`config.mk`:
```
export PLATFORM = sky130hd
export DESIGN_NAME = latrsnq_drive_seq
export DESIGN_NICKNAME = d
export VERILOG_FILES = /design/src/rtl/latrsnq_drive_seq.sv
export SDC_FILE = /design/constraint.sdc
export NUM_CORES = 1
export LEC_CHECK = 0
export BUFFER_PORTS_ARGS = -buffer_cell sky130_fd_sc_hd__buf_4
export CORE_MARGIN = 2
export CORE_UTILIZATION = 32
export CTS_CLUSTER_DIAMETER = 40
export DETAILED_ROUTE_END_ITERATION = 16
export GPL_ROUTABILITY_DRIVEN = 0
export PLACE_DENSITY = 0.62
export SLEW_MARGIN = 20
export SYNTH_ARGS = -nofsm -noshare
export SYNTH_HDL_FRONTEND = slang
export SYNTH_SLANG_ARGS = --single-unit
export TNS_END_PERCENT = 100
```
`constraint.sdc`:
```
create_clock -name CLK -period 3.6 [get_ports CLK]
set_input_delay 0.54 -clock CLK [delete_from_list [all_inputs] [get_ports CLK]]
set_output_delay 0.54 -clock CLK [all_outputs]
set_load 0.01 [all_outputs]
```
`src/rtl/latrsnq_drive_seq.sv`:
```
// Sequencer that turns write/clear/preset commands into timed E/D/RN/SETN
// waveforms for a bank of set/reset D-latches. All latch pins are flop outputs.
module latrsnq_drive_seq #(
    parameter int WIDTH     = 8,
    parameter int SETUP_CYC = 1,
    parameter int PULSE_CYC = 2,
    parameter int HOLD_CYC  = 1,
    parameter int RECOV_CYC = 1
) (
    input  logic             CLK,
    input  logic             RST,
    input  logic             REQ_VALID,
    output logic             REQ_READY,
    input  logic [1:0]       REQ_OP,
    input  logic [WIDTH-1:0] REQ_DATA,
    output logic [WIDTH-1:0] LAT_D,
    output logic             LAT_E,
    output logic             LAT_RN,
    output logic             LAT_SETN,
    output logic             BUSY,
    output logic             DONE,
    output logic             ERR
);

    localparam int MAX_SP  = (SETUP_CYC > PULSE_CYC) ? SETUP_CYC : PULSE_CYC;
    localparam int MAX_HR  = (HOLD_CYC > RECOV_CYC) ? HOLD_CYC : RECOV_CYC;
    localparam int MAX_CYC = (MAX_SP > MAX_HR) ? MAX_SP : MAX_HR;
    localparam int CW      = $clog2(MAX_CYC + 1);

    typedef enum logic [2:0] {
        S_IDLE,
        S_SETUP,
        S_PULSE,
        S_HOLD,
        S_ASYNC,
        S_RECOV,
        S_ERRST
    } state_t;

    state_t        r_state, w_next;
    logic [CW-1:0] r_cnt, w_cnt_next;
    logic          r_use_set, w_use_set_next;
    logic          w_cnt_zero;
    logic          w_done_next;
    logic          w_err_next;
    logic          w_load_d;

    assign w_cnt_zero = (r_cnt == '0);
    assign w_load_d   = (r_state == S_IDLE) && REQ_VALID && (REQ_OP == 2'b00);

    always_comb begin
        w_next         = r_state;
        w_cnt_next     = r_cnt;
        w_use_set_next = r_use_set;
        case (r_state)
            S_IDLE: begin
                if (REQ_VALID) begin
                    case (REQ_OP)
                        2'b00: begin
                            w_next     = S_SETUP;
                            w_cnt_next = CW'(SETUP_CYC - 1);
                        end
                        2'b01: begin
                            w_next         = S_ASYNC;
                            w_cnt_next     = CW'(PULSE_CYC - 1);
                            w_use_set_next = 1'b0;
                        end
                        2'b10: begin
                            w_next         = S_ASYNC;
                            w_cnt_next     = CW'(PULSE_CYC - 1);
                            w_use_set_next = 1'b1;
                        end
                        default: w_next = S_ERRST;
                    endcase
                end
            end
            S_SETUP: begin
                if (w_cnt_zero) begin
                    w_next     = S_PULSE;
                    w_cnt_next = CW'(PULSE_CYC - 1);
                end else begin
                    w_cnt_next = r_cnt - 1'b1;
                end
            end
            S_PULSE: begin
                if (w_cnt_zero) begin
                    w_next     = S_HOLD;
                    w_cnt_next = CW'(HOLD_CYC - 1);
                end else begin
                    w_cnt_next = r_cnt - 1'b1;
                end
            end
            S_HOLD: begin
                if (w_cnt_zero) w_next = S_IDLE;
                else            w_cnt_next = r_cnt - 1'b1;
            end
            S_ASYNC: begin
                if (w_cnt_zero) begin
                    w_next     = S_RECOV;
                    w_cnt_next = CW'(RECOV_CYC - 1);
                end else begin
                    w_cnt_next = r_cnt - 1'b1;
                end
            end
            S_RECOV: begin
                if (w_cnt_zero) w_next = S_IDLE;
                else            w_cnt_next = r_cnt - 1'b1;
            end
            S_ERRST: w_next = S_IDLE;
            default: w_next = S_IDLE;
        endcase
    end

    assign w_done_next = (r_state != S_IDLE) && (w_next == S_IDLE);
    assign w_err_next  = (r_state == S_ERRST);

    // Pin values are registered from the next state so they switch on the
    // same edge as the state they belong to.
    always_ff @(posedge CLK or posedge RST) begin
        if (RST) begin
            r_state   <= S_IDLE;
            r_cnt     <= '0;
            r_use_set <= 1'b0;
            LAT_D     <= '0;
            LAT_E     <= 1'b0;
            LAT_RN    <= 1'b1;
            LAT_SETN  <= 1'b1;
            DONE      <= 1'b0;
            ERR       <= 1'b0;
        end else begin
            r_state   <= w_next;
            r_cnt     <= w_cnt_next;
            r_use_set <= w_use_set_next;
            if (w_load_d) LAT_D <= REQ_DATA;
            LAT_E     <= (w_next == S_PULSE);
            LAT_RN    <= !((w_next == S_ASYNC) && !w_use_set_next);
            LAT_SETN  <= !((w_next == S_ASYNC) && w_use_set_next);
            DONE      <= w_done_next;
            ERR       <= w_err_next;
        end
    end

    assign REQ_READY = (r_state == S_IDLE);
    assign BUSY      = (r_state != S_IDLE);

endmodule

```
==> results of run 1 <==
metal layers:
metal | up-vias | track usage
li1 | 370 | -
met1 | 350 | 0.1642
met2 | 26 | 0.1567
met3 | 2 | 0.02132
met4 | 0 | 0.05590
met5 | - | 0
power by group through the flow:
| stage | Clock, W | Sequential [W] | Combinational [W] |
|---|---|---|---|
| detailed placement | 0 | 0.000397 | 0.000485 |
| global placement | 0 | 0.000393 | 0.000479 |
| floorplan | 0 | 0.000379 | 0.000345 |
| CTS | 0.000107 | 0.000392 | 0.000487 |
| finish | 0.000104 | 0.000391 | 0.000480 |
| global route | 0.000117 | 0.000412 | 0.000542 |
area by class of cell:
class	count	share of cell area
Sequential cell	19	0.3727
Clock buffer	4	0.02049
Inverter	8	0.02439
Timing Repair Buffer	27	0.1580
Multi-Input combinational cell	60	0.3815
Tap cell	44	0.04293
cell usage after synthesis (all sizes together):
library cell and instances:
nand3 3, a311oi 1, nand2b 3, a31oi 2
o21bai 1, ha 7, nor2b 1, or3b 1
a21oi 5, clkinv 1, nor2 5, o21ai 5
mux2 11, dfrtp 17, or3 1, a311o 1
buf 3, and3b 1, and3 1, o31ai 1
clkbuf 2, inv 7, a221o 1, a21o 2
a211oi 1, nand2 6, dfstp 2
critical path, delay by kind of cell, from the launching register on:
family	cells	cell delay [ps]
flip-flops	1	570
AND/OR/NAND/NOR	1	470
buffers and inverters	2	220
logic make-up after synthesis:
kind of cell	synth area share
simple gates	0.1373
flops	0.4642
fa+ha+maj	0.08505
compound gates	0.1288
mux	0.1239
buf+inv	0.06075
worst max path at each step:
stage / startpoint / end / slack (ps) / depth (start not counted)
2_1_floorplan: REQ_OP[0] / LAT_SETN$_DFF_PP1_ / 1800 / 6
3_3_place_gp: REQ_OP[0] / LAT_SETN$_DFF_PP1_ / 1680 / 7
3_5_place_dp: REQ_OP[0] / LAT_SETN$_DFF_PP1_ / 1650 / 7
4_1_cts: r_state[0]$_DFF_PP0_ / REQ_READY / 1500 / 3
5_1_grt: r_state[0]$_DFF_PP0_ / REQ_READY / 1400 / 3
6_report: r_state[0]$_DFF_PP0_ / REQ_READY / 1520 / 3
metrics by stage:
stage / hold WS, ps / instances / setup WS [ps]
6_report: 361.6 / 162 / 1516
5_1_grt: 420.8 / 162 / 1405
4_1_cts: 382.2 / 162 / 1501
3_5_place_dp: 489.6 / 158 / 1645
3_3_place_gp: 488.0 / 158 / 1679
2_1_floorplan: 476.0 / 92 / 1805
sequential cells by signal, indices dropped and copies added (netlist names):
signal	cells
LAT_D	8
r_state	3
r_cnt	2
DONE	1
ERR	1
LAT_E	1
LAT_RN	1
LAT_SETN	1
r_use_set	1
==> results by group, run 1 <==
Status
  – Status: complete, no violations

Final layout
  – Most common cell after layout, fill and taps aside: buf_4
  – Design Area, Final: 1282 µm²
  – Area of the multi-input gates: ~490 µm²
  – Reg area: 478.0 µm²
  – Fraction of layout cells with a size suffix above 1: 0.4153
  – Area Growth Syn to Fin: 24.54%
  – Fillers: between 300 and 400
  – Nets@finish: roughly 140
  – Antenna diode count: 0
  – Most frequent cells in the layout: buf_4, dfrtp_1, mux2_2
  – Post-layout util: 0.4201

CTS
  – Root buf cell: clkbuf_4
  – Post-CTS Setup Repair Bufs: 0
  – CTS tree: done
  – Clock transition at path regs: ~100 ps
  – Post-cts resize count: 0
  – CTS Hold Bufs: 0
  – Clk sinks: 19
  – CTS Buffer Depth: 2
  – CTS H-tree lvls: 1
  – Skew-Pair Late Insertion Delay: between 200 and 300 ps
  – CTS Buf Count: 3

Detailed routing
  – TritonRoute pass-1 iters: 4
  – Initial detailed-routing violation count: 15
  – Routed wire per std cell: 11.20 µm
  – Final wirelength: roughly 1800 µm
  – DR WL met3: about 130 µm
  – Routed wl met2: 772 µm
  – Via count: 748
  – Met1 WL: just under 900 µm
  – DRC Markers: 0
  – DR vias/cell: around 4.6
  – Post-route ant nets: 0
  – Top sig layer: met4

Synthesis
  – Dominant cells by area after synthesis: dfrtp_1, mux2_2, ha_1
  – Avg Inst Size Synth: approximately 11 µm²
  – Post-synthesis net count: 112
  – Synth warnings: 0
  – Mapped Area: just over 1000 µm²
  – Top cell type's share of synthesized area: 0.4131
  – Largest area contributor in the netlist: dfrtp_1
  – Syn Inst Count: 92
  – Synth Register Bits: 19
  – Post-synthesis sequential area ratio: 0.4642
  – Distinct cells, synth: 34

Timing
  – Fin crit period: between 2000 and 2500 ps
  – RSZ-0062 raised after global routing: no
  – Final Hold Vio Count: 0
  – Fmax: 480.0 MHz
  – Clock skew: between 5 and 6 ps
  – Crit share post-route: 0.5788
  – # setup viols final: 0
  – Normalized max-slew margin: 0.5253
  – Tightest Pin Transition: approximately 710 ps
  – Setup tns final: 0 ps
  – Final Max Slew Viols: 0

Critical path
  – Max stage delay cell, worst path: dfrtp_1
  – WS Path Type: reg -> out
  – CP Cell Sequence: or3_4 > clkinv_2 > buf_4
  – CP startpoint kind: flop
  – Worst reg2reg path depth: 5
  – Critical Path End Type: output pin
  – Required @ worst endpoint: between 3000 and 4000 ps
  – Worst-path fanout max: 18
  – R2r endpoint: LAT_RN$_DFF_PP1_
  – Worst path max stage delay: between 500 and 600 ps
  – R2r setup slk: roughly 1900 ps
  – FF-to-FF Start: r_state[0]$_DFF_PP0_
  – CP arrival: 1540 ps

Pwr
  – Sw frac: 0.3679
  – Total power: between 0.0009 and 0.001 W
  – LEAKAGE: a little over 0.6 nW
  – PD cells: roughly 760 nW/µm²
  – Maximum VDD drop: roughly 0.20 mV
  – Clk network pwr share: 0.106
  – Sequential power share: 0.401
  – Net Sw Power: between 0.0003 and 0.0004 W
  – Int Pwr: just over 0.0006 W
  – Combinational share of power: 0.493

Floorplan
  – I/O Pins: 28
  – Core Area: 3053 µm²
  – Initial core utilization: 0.3373
  – Die extent in x: approximately 61 µm
  – Full die area: 3688 µm²
  – Row cnt: 20
  – Die height: 60.73 µm

Global route
  – First-pass GRT wire length: approximately 3000 µm
  – Tot GR Track Use: 0.1119
  – Vias in the first global route: approximately 670
  – Initial antenna violation count: 0
  – Total gr overflow: 0
  – Largest net degree at the start of global routing: 20

Placed design
  – Area post-placement: between 1000 and 1500 µm²
  – Number of port buffers: 27
  – Dpl hpwl: roughly 1400 µm

Run
  – Max Cap Viol: 0

Min path
  – Worst hold path type: in -> async
Power figures use the tool's default switching activity.
==> run 2: changes to the inputs <==
Settings changed: ABC_AREA set to 1, PLACE_DENSITY 0.62 to 0.64.
Clock period 3.6 ns to 1.75 ns, I/O delays scaled along.
==> run 2 against run 1 <==
  * Synthesized cell count up 36%
  * Register-to-register slack worse by 1500 ps
  * Die area unchanged
  * Sequential cell count unchanged
  * Synthesized area unchanged
  * Via count up 19%
  * Global-route usage up 1.4 points
  * Combinational power up 140%
  * Wire length up 12%
  * Utilization up 0.78 points
  * First-iteration DRC count rose to 2.6 times the previous value
  * Clock skew down 2.4 ps
  * Critical path type unchanged
  * Largest power group unchanged
==> results by group, run 2 <==
CTS
  – CTS Buffer Depth: 2
  – Root buf cell: clkbuf_4
  – Clock transition at path regs: approximately 110 ps
  – CTS Buf Count: 3
  – Clk sinks: 19
  – Post-CTS Setup Repair Bufs: 0
  – CTS tree: done
  – Skew-Pair Late Insertion Delay: roughly 300 ps
  – CTS H-tree lvls: 1

Synthesis
  – Largest area contributor in the netlist: dfrtp_1
  – Mapped Area: about 1000 µm²
  – Distinct cells, synth: 21
  – Dominant cells by area after synthesis: dfrtp_1, nand2_1, ha_1
  – Avg Inst Size Synth: 8.238 µm²
  – Syn Inst Count: 125
  – Post-synth EDFFs: 0
  – Post-synthesis sequential area ratio: 0.4642
  – Synth Register Bits: 19
  – Synth warnings: 0
  – Most instantiated cells after synthesis: nand2_1, dfrtp_1, nand3_1
  – Top cell type's share of synthesized area: 0.4131
  – Top-count cell post-synth: nand2_1
  – Post-synth ARST share: 1.000
  – Post-synthesis net count: between 100 and 150
  – Primary FF master, synth: dfrtp_1

Floorplan
  – Die height: 60.73 µm
  – Row cnt: 20
  – I/O Pins: 28
  – Full die area: 3688 µm²
  – Die extent in x: around 61 µm
  – Core Area: 3053 µm²
  – Initial core utilization: 0.3373

Timing
  – Tightest Pin Transition: 723.1 ps
  – # setup viols final: 0
  – Clock skew: ~2.6 ps
  – Crit share post-route: 0.9160
  – Final Hold Vio Count: 0
  – Final Max Slew Viols: 0
  – Setup tns final: 0 ps
  – Normalized max-slew margin: 0.5174
  – Fin crit period: roughly 1600 ps
  – RSZ-0062 raised after global routing: no
  – Fmax: just over 600 MHz
  – Worst setup margin: between 100 and 150 ps
  – Worst hold slack: 70.52 ps

Final layout
  – Most frequent cells in the layout: nand2_1, buf_4, dfrtp_1
  – Area Growth Syn to Fin: 26.85%
  – Largest register by flop count: LAT_D
  – Biggest regs: LAT_D x8, r_state x3, r_cnt x2
  – Most common cell after layout, fill and taps aside: nand2_1
  – Antenna diode count: 0
  – Largest register FFs: 8
  – Fraction of layout cells with a size suffix above 1: 0.3161
  – Nets@finish: ~180

Detailed routing
  – Routed wire per std cell: around 10 µm
  – Initial detailed-routing violation count: 39
  – Via count: about 900
  – Post-route ant nets: 0
  – DR vias/cell: between 4 and 5
  – TritonRoute pass-1 iters: 4
  – DRC Markers: 0
  – Final wirelength: 2038 µm

Critical path
  – Required @ worst endpoint: 1490 ps
  – Worst reg2reg path depth: 9
  – WS Path Type: reg -> out
  – CP arrival: 1340 ps
  – CP startpoint kind: flop
  – Worst-path fanout max: 11
  – Critical Path End Type: output pin

Status
  – Status: complete, no violations

Run
  – Max Cap Viol: 0

Placed design
  – Number of port buffers: 27
  – Dpl hpwl: 1627 µm
  – Setup WS pre-CTS: between 300 and 400 ps

Global route
  – Total gr overflow: 0
  – Initial antenna violation count: 0
  – First-pass GRT wire length: 3381 µm
  – Largest net degree at the start of global routing: 20
  – Vias in the first global route: slightly above 800
  – Tot GR Track Use: 0.1256

Pwr
  – LEAKAGE: 0.7254 nW
  – Maximum VDD drop: 0.7937 mV
  – PD cells: 1631 nW/µm²
  – Total power: roughly 0.0021 W

Min path
  – Worst hold path type: in -> async
==> run 2: metal layers <==
layer  global-route usage  vias up  routed length [µm]  part of all wire
li1                     -      457                   -                 -
met1               0.1507      399                 913              0.45
met2               0.2151       29                 942              0.46
met3              0.04691        2                 169             0.083
met4              0.02795        0                  13            0.0064
met5                    0        -                   0                 0
==> run 2: repair_timing <==
| item | 4_1_cts | 5_1_grt |
|---|---|---|
| gates resized for setup | 0 | 1 |
| setup endpoints to repair | 0 | 1 |
| hold buffers | 0 | 0 |
==> run 2: cell type report <==
class	count	area, µm²
timing repair buffer	27	202.7
inverter	16	62.56
fill	324	1747
clock buffer	3	22.52
clock inverter	1	5.005
multi-input combinational	89	480.5
tap	44	55.05
sequential	19	478.0
==> run 2: path summary, 6_finish.rpt <==
check                                        to  slack [ps]            startpoint
max                                   REQ_READY         150  r_state[1]$_DFF_PP0_
min                        LAT_D[7]$_DFFE_PP0P_          70                   RST
max reg2reg                r_cnt[0]$_DFFE_PP0P_         370  r_cnt[0]$_DFFE_PP0P_
min reg2reg                LAT_D[1]$_DFFE_PP0P_         480  LAT_D[1]$_DFFE_PP0P_
max in group asynchronous  r_state[2]$_DFF_PP0_        1230                   RST
min in group CLK           LAT_D[7]$_DFFE_PP0P_         190           REQ_DATA[7]
==> run 2: stage by stage <==
step                cells    util  instance area (µm²)
floorplan             125       -                 1030
CTS                   199  0.4270                 1304
global placement      195  0.4180                 1276
global route          199  0.4279                 1306
finish                199  0.4279                 1306
detailed placement    195  0.4180                 1276
==> run 2: cell families after synthesis <==
family                   count (synthesis)  share of synthesized area
AND/OR/NAND/NOR                         74                     0.3342
adder cells (fa/ha/maj)                  7                    0.08505
AO/OA/AOI/OAI                            8                    0.04739
buffers and inverters                   17                    0.06926
flip-flops                              19                     0.4642
==> run 2: power by group <==
part / internal [W] / switching (W)
Combinational: 0.000463 / 0.000677
Clock: 0.0000853 / 0.000139
Sequential: 0.000628 / 0.000139
Total: 0.00118 / 0.000954
==> run 2: worst max-delay path, stage by stage, from the launching register on <==
cell     delay, ps
dfrtp_1        460
nor2_4         200
nand2_4        100
inv_4          130
buf_4          140
==> run 3: changes to the inputs <==
Settings changed: CORE_ASPECT_RATIO set to 1.4.
==> run 3 against run 2 <==
  * Combinational power about the same
  * Clock power rose by 36%
  * Highest routed layer unchanged
  * Final cell count decreased by 2.0%
  * Critical path type unchanged
  * Critical endpoint unchanged
==> results by group, run 3 (synthesis results as in run 2) <==
Final layout
  – Largest register by flop count: LAT_D
  – Nets@finish: 177
  – Design Area, Final: roughly 1300 µm²
  – Most common cell after layout, fill and taps aside: nand2_1
  – Antenna diode count: 0
  – Fraction of layout cells with a size suffix above 1: 0.3141
  – Reg area: about 480 µm²
  – Fillers: 308
  – Biggest regs: LAT_D x8, r_state x3, r_cnt x2
  – Area Growth Syn to Fin: 28.43%
  – Largest register FFs: 8
  – Area of the multi-input gates: around 480 µm²
  – Most frequent cells in the layout: nand2_1, buf_4, dfrtp_1

Detailed routing
  – DR vias/cell: 4.559
  – Post-route ant nets: 0
  – Via count: 889
  – TritonRoute pass-1 iters: 4
  – Final wirelength: 2138 µm
  – DRC Markers: 0
  – Initial detailed-routing violation count: 17
  – Routed wire per std cell: approximately 11 µm

CTS
  – Skew-Pair Late Insertion Delay: between 200 and 300 ps
  – CTS Buf Count: 3
  – Root buf cell: clkbuf_8
  – Post-CTS Setup Repair Bufs: 0
  – CTS tree: done
  – CTS Hold Bufs: 0
  – Post-cts resize count: 0
  – Clk sinks: 19
  – Clock transition at path regs: 70 ps
  – CTS H-tree lvls: 1
  – CTS Buffer Depth: 2

Min path
  – Worst hold path type: in -> async

Placed design
  – Area post-placement: approximately 1300 µm²
  – Dpl hpwl: 1642 µm
  – Number of port buffers: 27

Critical path
  – Worst-path fanout max: 11
  – CP Cell Sequence: nor2_4 > nand2_4 > inv_2 > buf_4
  – R2r setup slk: around 370 ps
  – R2r endpoint: r_cnt[0]$_DFFE_PP0P_
  – Worst reg2reg path depth: 9
  – Max stage delay cell, worst path: dfrtp_1
  – FF-to-FF Start: r_cnt[0]$_DFFE_PP0P_
  – Crit path max-delay family: flip-flops
  – WS Path Type: reg -> out
  – Critical Path End Type: output pin
  – Worst path max stage delay: 450 ps
  – Crit path depth: 4
  – Buf/Inv on CP: 2
  – CP startpoint kind: flop
  – Required @ worst endpoint: roughly 1500 ps
  – CP arrival: roughly 1400 ps

Global route
  – Tot GR Track Use: 0.1333
  – Vias in the first global route: 906
  – Total gr overflow: 0
  – Largest net degree at the start of global routing: 20
  – First-pass GRT wire length: 3712 µm
  – Initial antenna violation count: 0

Status
  – Status: complete, no violations

Timing
  – RSZ-0062 raised after global routing: no
  – Final Hold Vio Count: 0
  – Clock skew: around 4.6 ps
  – Tightest Pin Transition: 276.7 ps
  – # setup viols final: 0
  – Fin crit period: around 1600 ps
  – Crit share post-route: 0.9239
  – Fmax: a little over 600 MHz
  – Final Max Slew Viols: 0
  – Normalized max-slew margin: 0.8144
  – Setup tns final: 0 ps

Floorplan
  – Die height: about 71 µm
  – Core Area: 3093 µm²
  – Row cnt: 24
  – Initial core utilization: 0.3329
  – Full die area: roughly 3700 µm²
  – I/O Pins: 28
  – Die extent in x: roughly 52 µm

Pwr
  – PD cells: 1678 nW/µm²
  – Maximum VDD drop: roughly 0.90 mV
  – LEAKAGE: 0.7354 nW

Run
  – Max Cap Viol: 0
-- run 3: worst reg2reg max path, delay by kind of cell (launching register included) --
kind	cells	cell delay, ps
buf+inv	1	110
fa+ha+maj	1	240
flops	1	400
compound gates	1	90
simple gates	6	440
-- run 3: per-layer routing --
layer | global-route usage | vias to the layer above | share of wire
met4 | 0.1023 | 0 | 0.036
met1 | 0.1541 | 406 | 0.44
met5 | 0 | - | 0
met3 | 0.01266 | 6 | 0.046
met2 | 0.2194 | 25 | 0.48
li1 | - | 452 | -
-- run 3: power by group --
group	total, W	internal, W	switching (W)
clock network	0.000304	0.000162	0.000142
registers	0.000764	0.000630	0.000134
logic	0.00115	0.000462	0.000690
total	0.00222	0.00125	0.000966
-- run 3: cell type report --
cell class,instances,share of cell area
Clock buffer,4,0.03406
Multi-Input combinational cell,89,0.3633
Sequential cell,19,0.3614
Tap cell,39,0.03690
Timing Repair Buffer,28,0.1589
Inverter,16,0.04541
-- run 3: per-stage QoR --
stage | setup slack [ps] | power [W] | cells | hold WS, ps | util
floorplan | 487.1 | 0.001546 | 125 | 212.2 | -
global placement | 365.9 | 0.001891 | 191 | 304.2 | 0.4130
detailed placement | 334.4 | 0.001927 | 191 | 305.5 | 0.4130
CTS | 126.0 | 0.002238 | 195 | 29.70 | 0.4276
global route | 61.62 | 0.002436 | 195 | 43.26 | 0.4276
finish | 133.1 | 0.002220 | 195 | 22.38 | 0.4276
-- run 3: worst max-delay path by stage --
stage                    startpoint                    to  slack, ps
6_report       r_state[1]$_DFF_PP0_             REQ_READY        130
5_1_grt        r_state[2]$_DFF_PP0_             REQ_READY         60
4_1_cts        r_state[1]$_DFF_PP0_             REQ_READY        130
3_5_place_dp              REQ_OP[0]  r_cnt[0]$_DFFE_PP0P_        330
3_3_place_gp              REQ_OP[0]  r_cnt[0]$_DFFE_PP0P_        370
2_1_floorplan  r_cnt[0]$_DFFE_PP0P_  r_cnt[0]$_DFFE_PP0P_        490
